## config.mk

```make
export PLATFORM = sky130hd
export DESIGN_NAME = max_priority_scheduler
export DESIGN_NICKNAME = d
export VERILOG_FILES = /design/src/rtl/max_priority_scheduler_pkg.sv /design/src/rtl/max_priority_scheduler_max_finder.sv /design/src/rtl/max_priority_scheduler.sv
export SDC_FILE = /design/constraint.sdc
export NUM_CORES = 1
export LEC_CHECK = 0
export BUFFER_PORTS_ARGS = -buffer_cell sky130_fd_sc_hd__buf_4
export CAP_MARGIN = 20
export CORE_ASPECT_RATIO = 0.6
export CORE_MARGIN = 4
export CORE_UTILIZATION = 48
export DETAILED_ROUTE_END_ITERATION = 10
export GPL_TIMING_DRIVEN = 0
export PLACE_DENSITY = 0.81
export SYNTH_ARGS = -nofsm -noshare
export SYNTH_HDL_FRONTEND = slang
export SYNTH_SLANG_ARGS = --single-unit
```

## constraint.sdc

```tcl
create_clock -name i_clk -period 3.7 [get_ports i_clk]
set_input_delay 0.37 -clock i_clk [delete_from_list [all_inputs] [get_ports i_clk]]
set_output_delay 0.37 -clock i_clk [all_outputs]
set_load 0.02 [all_outputs]
```

## src/rtl/max_priority_scheduler_pkg.sv

```systemverilog
// Shared types and helpers for the max-priority scheduler.
// Aging is enabled by defining MAX_PRIORITY_SCHEDULER_AGING_EN.
package max_priority_scheduler_pkg;

    localparam int DEF_N              = 4;
    localparam int DEF_PRIORITY_WIDTH = 3;
    localparam int DEF_AGE_WIDTH      = 4;

    localparam int INDEX_WIDTH  = DEF_N > 1 ? $clog2(DEF_N) : 1;
    localparam int PRIORITY_MAX = (1 << DEF_PRIORITY_WIDTH) - 1;

    typedef enum logic [1:0] {
        IDLE,
        COMPARE,
        GRANT
    } state_e;

    function automatic int unsigned sat_add(
        input int unsigned prio,
        input int unsigned age,
        input int unsigned pmax
    );
        int unsigned sum;
        sum = prio + age;
        return (sum > pmax) ? pmax : sum;
    endfunction

endpackage

```

## src/rtl/max_priority_scheduler_max_finder.sv

```systemverilog
// Picks the highest value among the valid inputs; ties go to the lowest index.
// Outputs a one-hot location and the winning value.
module max_finder #(
    parameter int N           = 4,
    parameter int VALUE_WIDTH = 3
) (
    input  logic [N-1:0][VALUE_WIDTH-1:0] i_values,
    input  logic [N-1:0]                  i_valid,
    output logic [N-1:0]                  o_location,
    output logic [VALUE_WIDTH-1:0]        o_value
);

    logic found;

    // Strict greater-than keeps the earliest index on ties.
    always_comb begin
        found      = 1'b0;
        o_value    = '0;
        o_location = '0;
        for (int i = 0; i < N; i++) begin
            if (i_valid[i] && (!found || i_values[i] > o_value)) begin
                found         = 1'b1;
                o_value       = i_values[i];
                o_location    = '0;
                o_location[i] = 1'b1;
            end
        end
    end

endmodule

```

## src/rtl/max_priority_scheduler.sv

```systemverilog
// Snapshot-based max-priority arbiter with a valid/ready grant port.
// Optional aging: define MAX_PRIORITY_SCHEDULER_AGING_EN.
module max_priority_scheduler
    import max_priority_scheduler_pkg::*;
#(
    parameter int N              = DEF_N,
    parameter int PRIORITY_WIDTH = DEF_PRIORITY_WIDTH,
    parameter int AGE_WIDTH      = DEF_AGE_WIDTH
) (
    input  logic                                 i_clk,
    input  logic                                 i_rst_n,
    input  logic [N-1:0]                         i_request,
    input  logic [N-1:0][PRIORITY_WIDTH-1:0]     i_priority,
    output logic                                 o_grant_valid,
    input  logic                                 i_grant_ready,
    output logic [N-1:0]                         o_grant,
    output logic [(N > 1 ? $clog2(N) : 1)-1:0]   o_grant_index,
    output logic [PRIORITY_WIDTH-1:0]            o_grant_priority,
    output logic                                 o_busy
);

    localparam int IW   = N > 1 ? $clog2(N) : 1;
    localparam int PMAX = (1 << PRIORITY_WIDTH) - 1;

    state_e                           state_q;
    logic [N-1:0]                     snap_req_q;
    logic [N-1:0][PRIORITY_WIDTH-1:0] snap_eff_q;
    logic [N-1:0][PRIORITY_WIDTH-1:0] eff_d;
    logic [N-1:0][PRIORITY_WIDTH-1:0] keys;
    logic [N-1:0]                     grant_q;
    logic [IW-1:0]                    index_q;
    logic [PRIORITY_WIDTH-1:0]        prio_q;
    logic                             valid_q;
    logic [N-1:0]                     loc;
    logic [PRIORITY_WIDTH-1:0]        win_val;
    logic [IW-1:0]                    loc_index;
    logic                             xfer;

    assign xfer = valid_q && i_grant_ready;

`ifdef MAX_PRIORITY_SCHEDULER_AGING_EN
    logic [N-1:0][AGE_WIDTH-1:0] age_q;
    logic [N-1:0][AGE_WIDTH-1:0] age_d;

    // A back-to-back snapshot already sees the ages updated by this transfer.
    always_comb begin
        age_d = age_q;
        if (state_q == GRANT && xfer) begin
            for (int i = 0; i < N; i++) begin
                if (grant_q[i] || !snap_req_q[i]) begin
                    age_d[i] = '0;
                end else if (age_q[i] != '1) begin
                    age_d[i] = age_q[i] + 1'b1;
                end
            end
        end
    end

    always_comb begin
        eff_d = '0;
        for (int i = 0; i < N; i++) begin
            eff_d[i] = PRIORITY_WIDTH'(sat_add(32'(i_priority[i]),
                                               32'(age_d[i]), PMAX));
        end
    end

    always_ff @(posedge i_clk) begin
        if (!i_rst_n) begin
            age_q <= '0;
        end else begin
            age_q <= age_d;
        end
    end
`else
    assign eff_d = i_priority;
`endif

    always_comb begin
        keys = '0;
        for (int i = 0; i < N; i++) begin
            keys[i] = snap_req_q[i] ? snap_eff_q[i] : '0;
        end
    end

    max_finder #(
        .N           (N),
        .VALUE_WIDTH (PRIORITY_WIDTH)
    ) u_max_finder (
        .i_values   (keys),
        .i_valid    (snap_req_q),
        .o_location (loc),
        .o_value    (win_val)
    );

    always_comb begin
        loc_index = '0;
        for (int i = 0; i < N; i++) begin
            if (loc[i]) begin
                loc_index = IW'(i);
            end
        end
    end

    always_ff @(posedge i_clk) begin
        if (!i_rst_n) begin
            state_q    <= IDLE;
            snap_req_q <= '0;
            snap_eff_q <= '0;
            grant_q    <= '0;
            index_q    <= '0;
            prio_q     <= '0;
            valid_q    <= 1'b0;
        end else begin
            unique case (state_q)
                IDLE: begin
                    if (|i_request) begin
                        snap_req_q <= i_request;
                        snap_eff_q <= eff_d;
                        state_q    <= COMPARE;
                    end
                end
                COMPARE: begin
                    grant_q <= loc;
                    index_q <= loc_index;
                    prio_q  <= win_val;
                    valid_q <= 1'b1;
                    state_q <= GRANT;
                end
                GRANT: begin
                    if (xfer) begin
                        grant_q <= '0;
                        index_q <= '0;
                        prio_q  <= '0;
                        valid_q <= 1'b0;
                        if (|i_request) begin
                            snap_req_q <= i_request;
                            snap_eff_q <= eff_d;
                            state_q    <= COMPARE;
                        end else begin
                            state_q <= IDLE;
                        end
                    end
                end
                default: state_q <= IDLE;
            endcase
        end
    end

    assign o_grant_valid    = valid_q;
    assign o_grant          = grant_q;
    assign o_grant_index    = index_q;
    assign o_grant_priority = prio_q;
    assign o_busy           = (state_q != IDLE);

endmodule

```

# --- Yosys cells after proc, flatten, opt, wreduce, memory -nomap -nowiden ---
# Index checks and enable logic that the tools add are counted.
totals:
  output_inout_bits: 11
  ff_bits: 28
  in_bits: 19
  elab_cells: 70
classes:
  eq_ne: 4
  order_cmp: 3
  reduce_logical: 18
  n_mux: 35
ops:
  columns: ["operator", "n"]
  rows:
  - ["12-bit 2-to-1 mux", 2]
  - ["3-bit 2-to-1 mux", 8]
  - ["4-bit 2-to-1 mux", 6]
  - ["12-bit one-hot mux with 2 select lines", 1]
  - ["4-bit one-hot mux with 2 select lines", 2]
  - ["2-bit 2-to-1 mux", 5]
  - ["3-bit > comparator", 3]
  - ["1-bit 2-to-1 mux", 7]
  - ["2-bit one-hot mux with 3 select lines", 1]
  - ["3-bit one-hot mux with 2 select lines", 1]
  - ["2-bit AND reduction", 3]
  - ["2-bit nonzero test", 3]
  - ["1-bit logical AND", 4]
  - ["2-bit != test, second input constant", 2]
  - ["2-bit one-hot mux with 2 select lines", 1]
  - ["4-bit OR reduction", 1]
  - ["1-bit logical NOT", 3]
  - ["1-bit logical OR", 3]
  - ["2-bit by 1-bit == test with 1-bit output, second input constant", 1]
  - ["2-bit == test, second input constant", 1]
  - ["2-bit logical NOT", 1]
  - ["1-bit one-hot mux with 2 select lines", 1]

# --- Depth between registers and ports, before layout ---
# Gate-level depths: netlist of run 1.
depth:
  word_depth: 17
  ltp_mapped: 18
  ltp_nobuf: 18

# --- By module ---
# A second synthesis of run 1 with hierarchy kept.
unflattened:
  hier_cells: 199
  area_unflattened_um2: 1704.1
modules_own_cells:
  columns: ["module", "seq_area_each_um2", "area_per_inst_um2", "cells_per_inst", "instances"]
  rows:
  - ["max_priority_scheduler", 560.5, 1234.9, 141, 1]
  - ["max_finder", 0.0, 469.2, 58, 1]

# --- Worst setup path after synthesis of run 1 ---
# No wires, ideal clock.
synth_timing:
  path_kind: "reg-to-reg"
  startpoint: "register snap_req_q[1]"
  endpoint: "register prio_q[1] (netlist: o_grant_priority[1])"
  path_slack_ps: -189
  synth_period_minus_slack_ps: 3889
  arrival_ps: 3796
  stages_incl_launch_ff: 19
  setup_ps: 92
  t_required_ps: 3608
  path_buffers: 0
  path_cell_list: "dfxtp_1 and2_1 ha_1 and3b_1 o21ai_2 o21a_1 a22oi_1 ha_1 nor2b_1 o311a_1 o21ai_2 nor2_1 or2_1 ha_1 and3b_1 o211ai_1 o211a_4 nand2_1 o32ai_1"
synth_between:
  elab_chain_len: 14
  elab_cells_between_ends: 18
  cone_classes: "order compare: 3; mux: 7; reduce/logical: 8"
synth_lines:
  columns: ["item", "line_no", "source"]
  rows:
  - ["start, declared", "max_priority_scheduler.sv:26", "logic [N-1:0] snap_req_q;"]
  - ["start signal, assigned", "max_priority_scheduler.sv:117", "snap_req_q <= i_request;"]
  - ["start signal, assigned", "max_priority_scheduler.sv:136", "snap_req_q <= i_request;"]
  - ["3-bit 2-to-1 mux", "max_priority_scheduler.sv:81", "keys[i] = snap_req_q[i] ? snap_eff_q[i] : '0;"]
  - ["3-bit > comparator", "max_priority_scheduler_max_finder.sv:21", "if (i_valid[i] && (!found || i_values[i] > o_value)) begin"]
  - ["1-bit logical OR", "max_priority_scheduler_max_finder.sv:21", null]
  - ["1-bit logical AND", "max_priority_scheduler_max_finder.sv:21", null]
  - ["3-bit 2-to-1 mux or 1-bit 2-to-1 mux (tied branches)", "max_priority_scheduler_max_finder.sv:21", null]
  - ["3-bit > comparator or 1-bit logical NOT (tied branches)", "max_priority_scheduler_max_finder.sv:21", null]
  - ["1-bit logical OR", "max_priority_scheduler_max_finder.sv:21", null]
  - ["1-bit logical AND", "max_priority_scheduler_max_finder.sv:21", null]
  - ["3-bit 2-to-1 mux or 1-bit 2-to-1 mux (tied branches)", "max_priority_scheduler_max_finder.sv:21", null]
  - ["3-bit > comparator or 1-bit logical NOT (tied branches)", "max_priority_scheduler_max_finder.sv:21", null]
  - ["1-bit logical OR", "max_priority_scheduler_max_finder.sv:21", null]
  - ["1-bit logical AND", "max_priority_scheduler_max_finder.sv:21", null]
  - ["3-bit 2-to-1 mux (*)", "max_priority_scheduler_max_finder.sv:21", null]
  - ["3-bit one-hot mux with 2 select lines (*)", "max_priority_scheduler.sv:114", "unique case (state_q)"]
  - ["end signal, assigned", "max_priority_scheduler.sv:125", "prio_q <= win_val;"]
  - ["end, declared", "max_priority_scheduler.sv:32", "logic [PRIORITY_WIDTH-1:0] prio_q;"]
# Every way passes the cells marked *; elsewhere a longest branch is shown, timed or not.
# A chain may end at the register's enable or synchronous reset.

# --- Worst setup path in the final report of run 1 ---
layout_timing:
  startpoint: "register snap_req_q[0]"
  endpoint: "register prio_q[1] (netlist: o_grant_priority[1])"
layout_between:
  elab_chain_len: 14
  elab_cells_between_ends: 20
  cone_classes: "order compare: 3; mux: 8; reduce/logical: 9"
layout_lines:
  columns: ["item", "line_no"]
  rows:
  - ["3-bit 2-to-1 mux or 1-bit 2-to-1 mux (tied branches)", "max_priority_scheduler_max_finder.sv:21"]
  - ["3-bit > comparator or 1-bit logical NOT (tied branches)", "max_priority_scheduler_max_finder.sv:21"]
  - ["1-bit logical OR", "max_priority_scheduler_max_finder.sv:21"]
  - ["1-bit logical AND", "max_priority_scheduler_max_finder.sv:21"]
  - ["3-bit 2-to-1 mux or 1-bit 2-to-1 mux (tied branches)", "max_priority_scheduler_max_finder.sv:21"]
  - ["3-bit > comparator or 1-bit logical NOT (tied branches)", "max_priority_scheduler_max_finder.sv:21"]
  - ["1-bit logical OR", "max_priority_scheduler_max_finder.sv:21"]
  - ["1-bit logical AND", "max_priority_scheduler_max_finder.sv:21"]
  - ["3-bit 2-to-1 mux or 1-bit 2-to-1 mux (tied branches)", "max_priority_scheduler_max_finder.sv:21"]
  - ["3-bit > comparator or 1-bit logical NOT (tied branches)", "max_priority_scheduler_max_finder.sv:21"]
  - ["1-bit logical OR", "max_priority_scheduler_max_finder.sv:21"]
  - ["1-bit logical AND", "max_priority_scheduler_max_finder.sv:21"]
  - ["3-bit 2-to-1 mux (*)", "max_priority_scheduler_max_finder.sv:21"]
  - ["3-bit one-hot mux with 2 select lines (*)", "max_priority_scheduler.sv:114"]
# Marks and branches as above.

==> run metrics, run 1 <==
Max-slew headroom 0.655; reg-to-reg startpoint snap_req_q[0]; fmax approximately 0.23 GHz; port bufs 29; Pwr Total roughly 950 uW; hold slack final around 0.32 ns; Worst Hold Launch i_priority[11]; core area just under 0.003 mm2; Max Transition Viols Final 0; number of global-route vias before repair 1,524; Starting DRT DRC Count between 200 and 250; CP startpoint kind flip-flop; DR vias/cell ~6; critical path data required time 3.88 ns; Avg Synthesized Cell Area between 9 and 10 um2; crit-path max cell delay roughly 0.41 ns; DP Wirelength between 2000 and 3000 um; Max clock buf depth 2; # rows 15; final WL 5290 um; n_diodes 0; Initial Util 0.510; Root Buffer clkbuf_8; Non-Filler Instances 257; CTS Buf Count 3; GP Congestion 0.937; Setup Skew 0.0107 ns; Area Growth Syn to Fin 51.6%; Worst Tran Pin Value 0.516 ns; Detail Route Antenna Nets 0; critical path class flip-flop to flip-flop; Max-Cap Viols 0; endpoints failing hold 0; WP data arrival around 4.5 ns; CP max-delay cell dfxtp_4; Via Count roughly 1,500; status complete, but fails checks; leakage about 0.00098 uW; Chip Width 79.8 um; DR WL/cell between 20 and 25 um; largest net degree at the start of global routing 16; CP max FO 6; count of final setup violators 9; GRT Util Overall 0.238; CP Capture Type flip-flop; cells after synthesis around 160; DRC 0; Clock Latency Late Sink around 0.28 ns; syn nets 185; final layout net count approximately 240; Seq cells post-synth 28; hold_buf cts 0; unrepaired setup endpoints after global routing yes; crit path cell chain nand2_2 > ha_4 > and3b_1 > o21ai_2 > a21oi_4 > a22oi_2 > ha_1 > nor2b_4 > o311a_4 > o21a_4 > a221oi_4 > or2_1 > ha_4 > and3b_1 > o211ai_1 > o211a_4 > nand2_4 > o32ai_2; Sink Count 28; failing checks setup timing; final worst path period share 1.17; GRT Residual Overflow 0; register area share after synthesis 0.378; first-pass GRT wire length roughly 7400 um; die area about 0.0041 mm2; Final WS setup -0.646 ns; I/O pin cnt 30; Netlist cell types 34; clock-pin slew on the worst setup and hold paths roughly 0.10 ns; final instance area 0.00225 mm2; Mapped Area approximately 0.0015 mm2; Placed Area about 0.0018 mm2; Worst Setup SP snap_req_q[0]; die height about 51 um; dpl cells approximately 230; Max H-tree Level 1; Hold WC Path Type primary input to flip-flop; TritonCTS clock tree yes; initial antenna violation count 0; fin crit period approximately 4.3 ns; PD cells 422 mW/mm2; worst vdd ir 0.236 mV; layout cells sized above 1 0.502; synth warn 0; Pre-antenna DRT Iters 4
## where the power goes
part,internal (uW),switching (uW),total [uW]
combinational,189,194,383
clock,95.5,99.1,195
sequential,333,38.6,371
## critical path: cells and delay by family, from the launching register on
family                     cells  cell delay (ns)
and+or+nand+nor                6             0.90
DFF                            1             0.41
adders and majority gates      3             0.76
AOI/OAI and AO/OA              9             2.14
## metal layers
| metal | vias up | wire [um] | track usage |
|---|---|---|---|
| li1 | 688 | - | - |
| met1 | 734 | 2280 | 0.314 |
| met2 | 103 | 2320 | 0.391 |
| met3 | 22 | 553 | 0.0581 |
| met4 | 0 | 136 | 0.0618 |
| met5 | - | 0 | 0 |
## cell families after synthesis
kind of cell / synth area share
AND/OR/NAND/NOR: 0.180
AO/OA/AOI/OAI: 0.233
flip-flops: 0.378
multiplexers: 0.101
adder cells (fa/ha/maj): 0.0759
buffers and inverters: 0.0329
## what timing repair did
item | 4_1_cts | 5_1_grt
endpoints found under the setup margin | 9 | 9
pin swaps | 25 | 17
gates resized for setup | 31 | 15
setup buffers | 20 | 5
hold endpoints to repair | 0 | 0
## area by class of cell
class                   count  area, um2
multi-input cells         121       1100
plain buffers               4       33.8
repair buffers             54        409
inverters                   4       15.0
fillers                   188        659
flip-flops and latches     28        583
well taps                  42       52.6
clock buffers               4       55.1
## per-stage QoR
step	utilization	TNS [ns]	setup slack (ns)
final	0.773	-4.90	-0.646
after global routing	0.773	-5.58	-0.700
after global placement	0.608	-3.04	-0.426
after CTS	0.729	-2.49	-0.367
after detailed placement	0.608	-4.26	-0.579
after floorplan	-	-0.619	-0.137
## Yosys cell counts, drive strengths merged
cell type,n,area share
and2b,1,0.0051
o211ai,1,0.0051
ha,9,0.076
a22oi,6,0.030
and3b,2,0.012
clkbuf,2,0.0051
a31oi,1,0.0084
nor2,25,0.063
nand3,4,0.013
or2,4,0.017
a21oi,9,0.038
inv,4,0.010
a21o,2,0.010
a22o,1,0.0059
o211a,1,0.012
o21ai,7,0.029
nand2,9,0.023
buf,2,0.018
a2bb2oi,1,0.0059
o41a,1,0.0076
a221oi,4,0.040
o311a,1,0.0067
or3,1,0.0042
dfxtp,28,0.38
o21a,2,0.010
a32oi,1,0.0059
and2,8,0.034
mux2i,15,0.10
nor2b,2,0.0084
o32ai,3,0.018
## flip-flops by register name (all words and copies together) (netlist names)
register,count
o_grant_priority,3
o_grant_valid,1
o_grant,4
snap_eff_q,12
o_grant_index,2
state_q,2
snap_req_q,4
## worst paths after layout
path | slack (ns) | end | depth (start not counted)
setup / recovery | -0.65 | o_grant_priority[1] | 18
hold / removal | 0.32 | snap_eff_q[11] | 3
setup reg to reg | -0.65 | o_grant_priority[1] | 18
hold reg to reg | 0.46 | o_grant[1] | 2
## layout by cell type (no fill, tap or decap), drive strengths merged, types with 3 or more instances in the layout
master and count:
a22oi 6, dfxtp 28, mux2i 15, nand3 4, inv 4, buf 56, and2 8, clkbuf 6
o21ai 7, o32ai 3, a21oi 9, ha 9, nor2 25, a221oi 4, or2 4, nand2 9
Note: power is estimated with default switching activity, not from simulation.
==> inputs of run 2 (changes only) <==
--- a/config.mk
+++ b/config.mk
@@ -5,14 +5,14 @@
 export SDC_FILE = /design/constraint.sdc
 export NUM_CORES = 1
 export LEC_CHECK = 0
-export BUFFER_PORTS_ARGS = -buffer_cell sky130_fd_sc_hd__buf_4
 export CAP_MARGIN = 20
 export CORE_ASPECT_RATIO = 0.6
 export CORE_MARGIN = 4
-export CORE_UTILIZATION = 48
+export CORE_UTILIZATION = 55
 export DETAILED_ROUTE_END_ITERATION = 10
+export DONT_BUFFER_PORTS = 1
 export GPL_TIMING_DRIVEN = 0
-export PLACE_DENSITY = 0.81
+export PLACE_DENSITY = 0.8
 export SYNTH_ARGS = -nofsm -noshare
 export SYNTH_HDL_FRONTEND = slang
 export SYNTH_SLANG_ARGS = --single-unit
==> run 2 against run 1 <==
The flow still finishes with violations (setup timing). Cell area down 4.1%. Setup slack worse by 0.095 ns. First-iteration DRC count up 35%. Clock skew up 0.0032 ns. Routed wire length up 14%. Sequential share of layout area up 1.1 points.
==> run metrics, run 2 (synthesis gave the netlist of run 1 again) <==
PD cells 482 mW/mm2 (+14%); CP endpoint o_grant_priority[0]; final WL 6040 um (+14%); core area 0.00254 mm2 (-13%); reg-to-reg startpoint snap_eff_q[3]; Final WS setup -0.741 ns (-0.0950 ns); Sink Count 28 (unchanged); fill count 123 (-35%); clock share of power 0.247 (+0.042); Placed Area 0.00154 mm2 (-13%); combinational fraction of design power 0.381 (-0.023); Max H-tree Level 1 (unchanged); Reg with most FFs snap_eff_q; final worst path period share 1.20 (+0.0257); Pre-antenna DRT Iters 4 (unchanged); first-pass GRT wire length 6640 um (-10%); dpl cells 189 (-17%); hold slack final 0.202 ns (-0.115 ns); status complete, but fails checks; largest net degree at the start of global routing 17 (+1); GRT Residual Overflow 0 (unchanged); P_int 668 uW (+8.2%); Via Count 1,526 (-1.4%); n_diodes 0 (unchanged); CTS Buf Count 3 (unchanged); hold_buf cts 0 (unchanged); DR vias/cell 6.87 (+14%); initial antenna violation count 0 (unchanged); DR WL/cell 27.2 um (+32%); die area 0.00362 mm2 (-11%); Non-Filler Instances 222 (-14%); worst reg2reg setup slack -0.74 ns (-0.09 ns); Detail Route Antenna Nets 0 (unchanged); Setup Skew 0.0139 ns (+0.00320 ns); Reg2Reg Depth 18 (unchanged); endpoints failing hold 0 (unchanged); most common cell after layout, fill and taps aside nor2_1; DRC 0 (unchanged); critical path data required time 3.90 ns (+0.02 ns); # rows 14 (-1); DP Wirelength 2660 um (-7.8%); Chip Width 75.1 um (-5.9%); layout cells sized above 1 0.463 (-0.0392); CP Capture Type flip-flop; Worst Tran Pin Value 0.600 ns (+0.0846 ns); TritonCTS clock tree yes; Worst Setup SP snap_eff_q[3]; register share of total power 0.372 (-0.019); I/O pin cnt 30 (unchanged); die height 48.2 um (-5.6%); GRT Util Overall 0.260 (+0.0227); Clock Latency Late Sink 0.30 ns (+0.02 ns); most frequent cells in the layout 25 x nor2_1, 23 x buf_4, 21 x dfxtp_1; CP max FO 4 (-2); Starting DRT DRC Count 280 (+35%); WP data arrival 4.64 ns (+0.11 ns); Root Buffer clkbuf_8; net switching power 372 uW (+12%); Sw Share 0.358 (+0.00788); CP startpoint kind flip-flop; Max Transition Viols Final 0 (unchanged); clock-pin slew on the worst setup and hold paths 0.11 ns (about the same); setup tns final -5.96 ns (-1.07 ns); final layout net count 219 (-10%); failing checks setup timing; worst vdd ir 0.419 mV (+78%); critical path class flip-flop to flip-flop; FF-to-FF End o_grant_priority[0]; final instance area 0.00216 mm2 (-4.1%); Initial Util 0.584 (+0.0741); unrepaired setup endpoints after global routing yes; Max-Cap Viols 0 (unchanged); Area Growth Syn to Fin 45.4%; leakage 0.000882 uW (-10%); max reg flops 12 (unchanged); Max clock buf depth 2 (unchanged); Max-slew headroom 0.599 (-0.0566); fin crit period 4.44 ns (+0.0950 ns); port bufs 0 (-100%); Hold WC Path Type primary input to flip-flop; GP Congestion 0.861 (-8.1%); number of global-route vias before repair 1,330 (-13%); count of final setup violators 9 (unchanged); fmax 0.225 GHz (-2.1%)
-- run 2: final cells by class --
type	instances	area [um2]	share of cell area
multi-input cells	121	1170	0.545
flip-flops and latches	28	582	0.270
repair buffers	29	240	0.111
clock buffers	3	41.3	0.0191
well taps	32	40.0	0.0186
plain buffers	4	33.8	0.0157
clock inverters	1	30.0	0.0139
inverters	4	15.0	0.00696
-- run 2: worst max-delay path, stage by stage (launching register included) --
cell and delay, ns:
dfxtp_1 0.50, nand2_1 0.11, ha_1 0.21, and3b_2 0.26, o21ai_4 0.09, o21a_4 0.23, a22oi_2 0.19, ha_4 0.25
nor2b_4 0.12, o311a_4 0.33, o21a_4 0.23, a221oi_4 0.23, or2_1 0.21, ha_4 0.23, a21o_1 0.22, o211ai_1 0.26
o211a_4 0.25, nand2_4 0.09, o32ai_4 0.30
-- run 2: power by group through the flow --
stage / Clock (uW) / Sequential [uW] / Combinational (uW)
after detailed placement: 0 / 385 / 201
final: 257 / 387 / 397
after CTS: 241 / 379 / 256
after global placement: 0 / 382 / 191
after global routing: 277 / 387 / 412
after floorplan: 0 / 372 / 171
-- run 2: how the worst min path moves through the flow --
stage,from,to,slack (ns),cells after the start
2_1_floorplan,snap_eff_q[10],snap_eff_q[10],0.48,2
3_3_place_gp,i_rst_n,state_q[0],0.50,1
3_5_place_dp,i_rst_n,state_q[0],0.49,1
4_1_cts,i_rst_n,state_q[0],0.22,1
5_1_grt,i_rst_n,state_q[0],0.19,1
6_report,i_rst_n,state_q[0],0.20,1
-- run 2: metal layers --
layer	vias to the layer above	global-route usage	wire (um)
li1	642	-	-
met1	717	0.316	2400
met2	132	0.422	2580
met3	35	0.0720	767
met4	0	0.163	285
met5	-	0	0
-- run 2: stage by stage --
stage	total power (uW)	setup slack, ns	utilization
floorplan	543	-0.137	-
detailed placement	587	-0.657	0.605
finish	1040	-0.741	0.849
CTS	876	-0.411	0.719
global placement	573	-0.411	0.605
global route	1080	-0.875	0.849
-- run 2: what timing repair did --
| action | CTS | global route |
|---|---|---|
| gates resized for setup | 23 | 40 |
| endpoints found under the setup margin | 9 | 9 |
| cloned | 0 | 0 |
| pin swaps | 21 | 28 |
| buffers inserted | 12 | 17 |
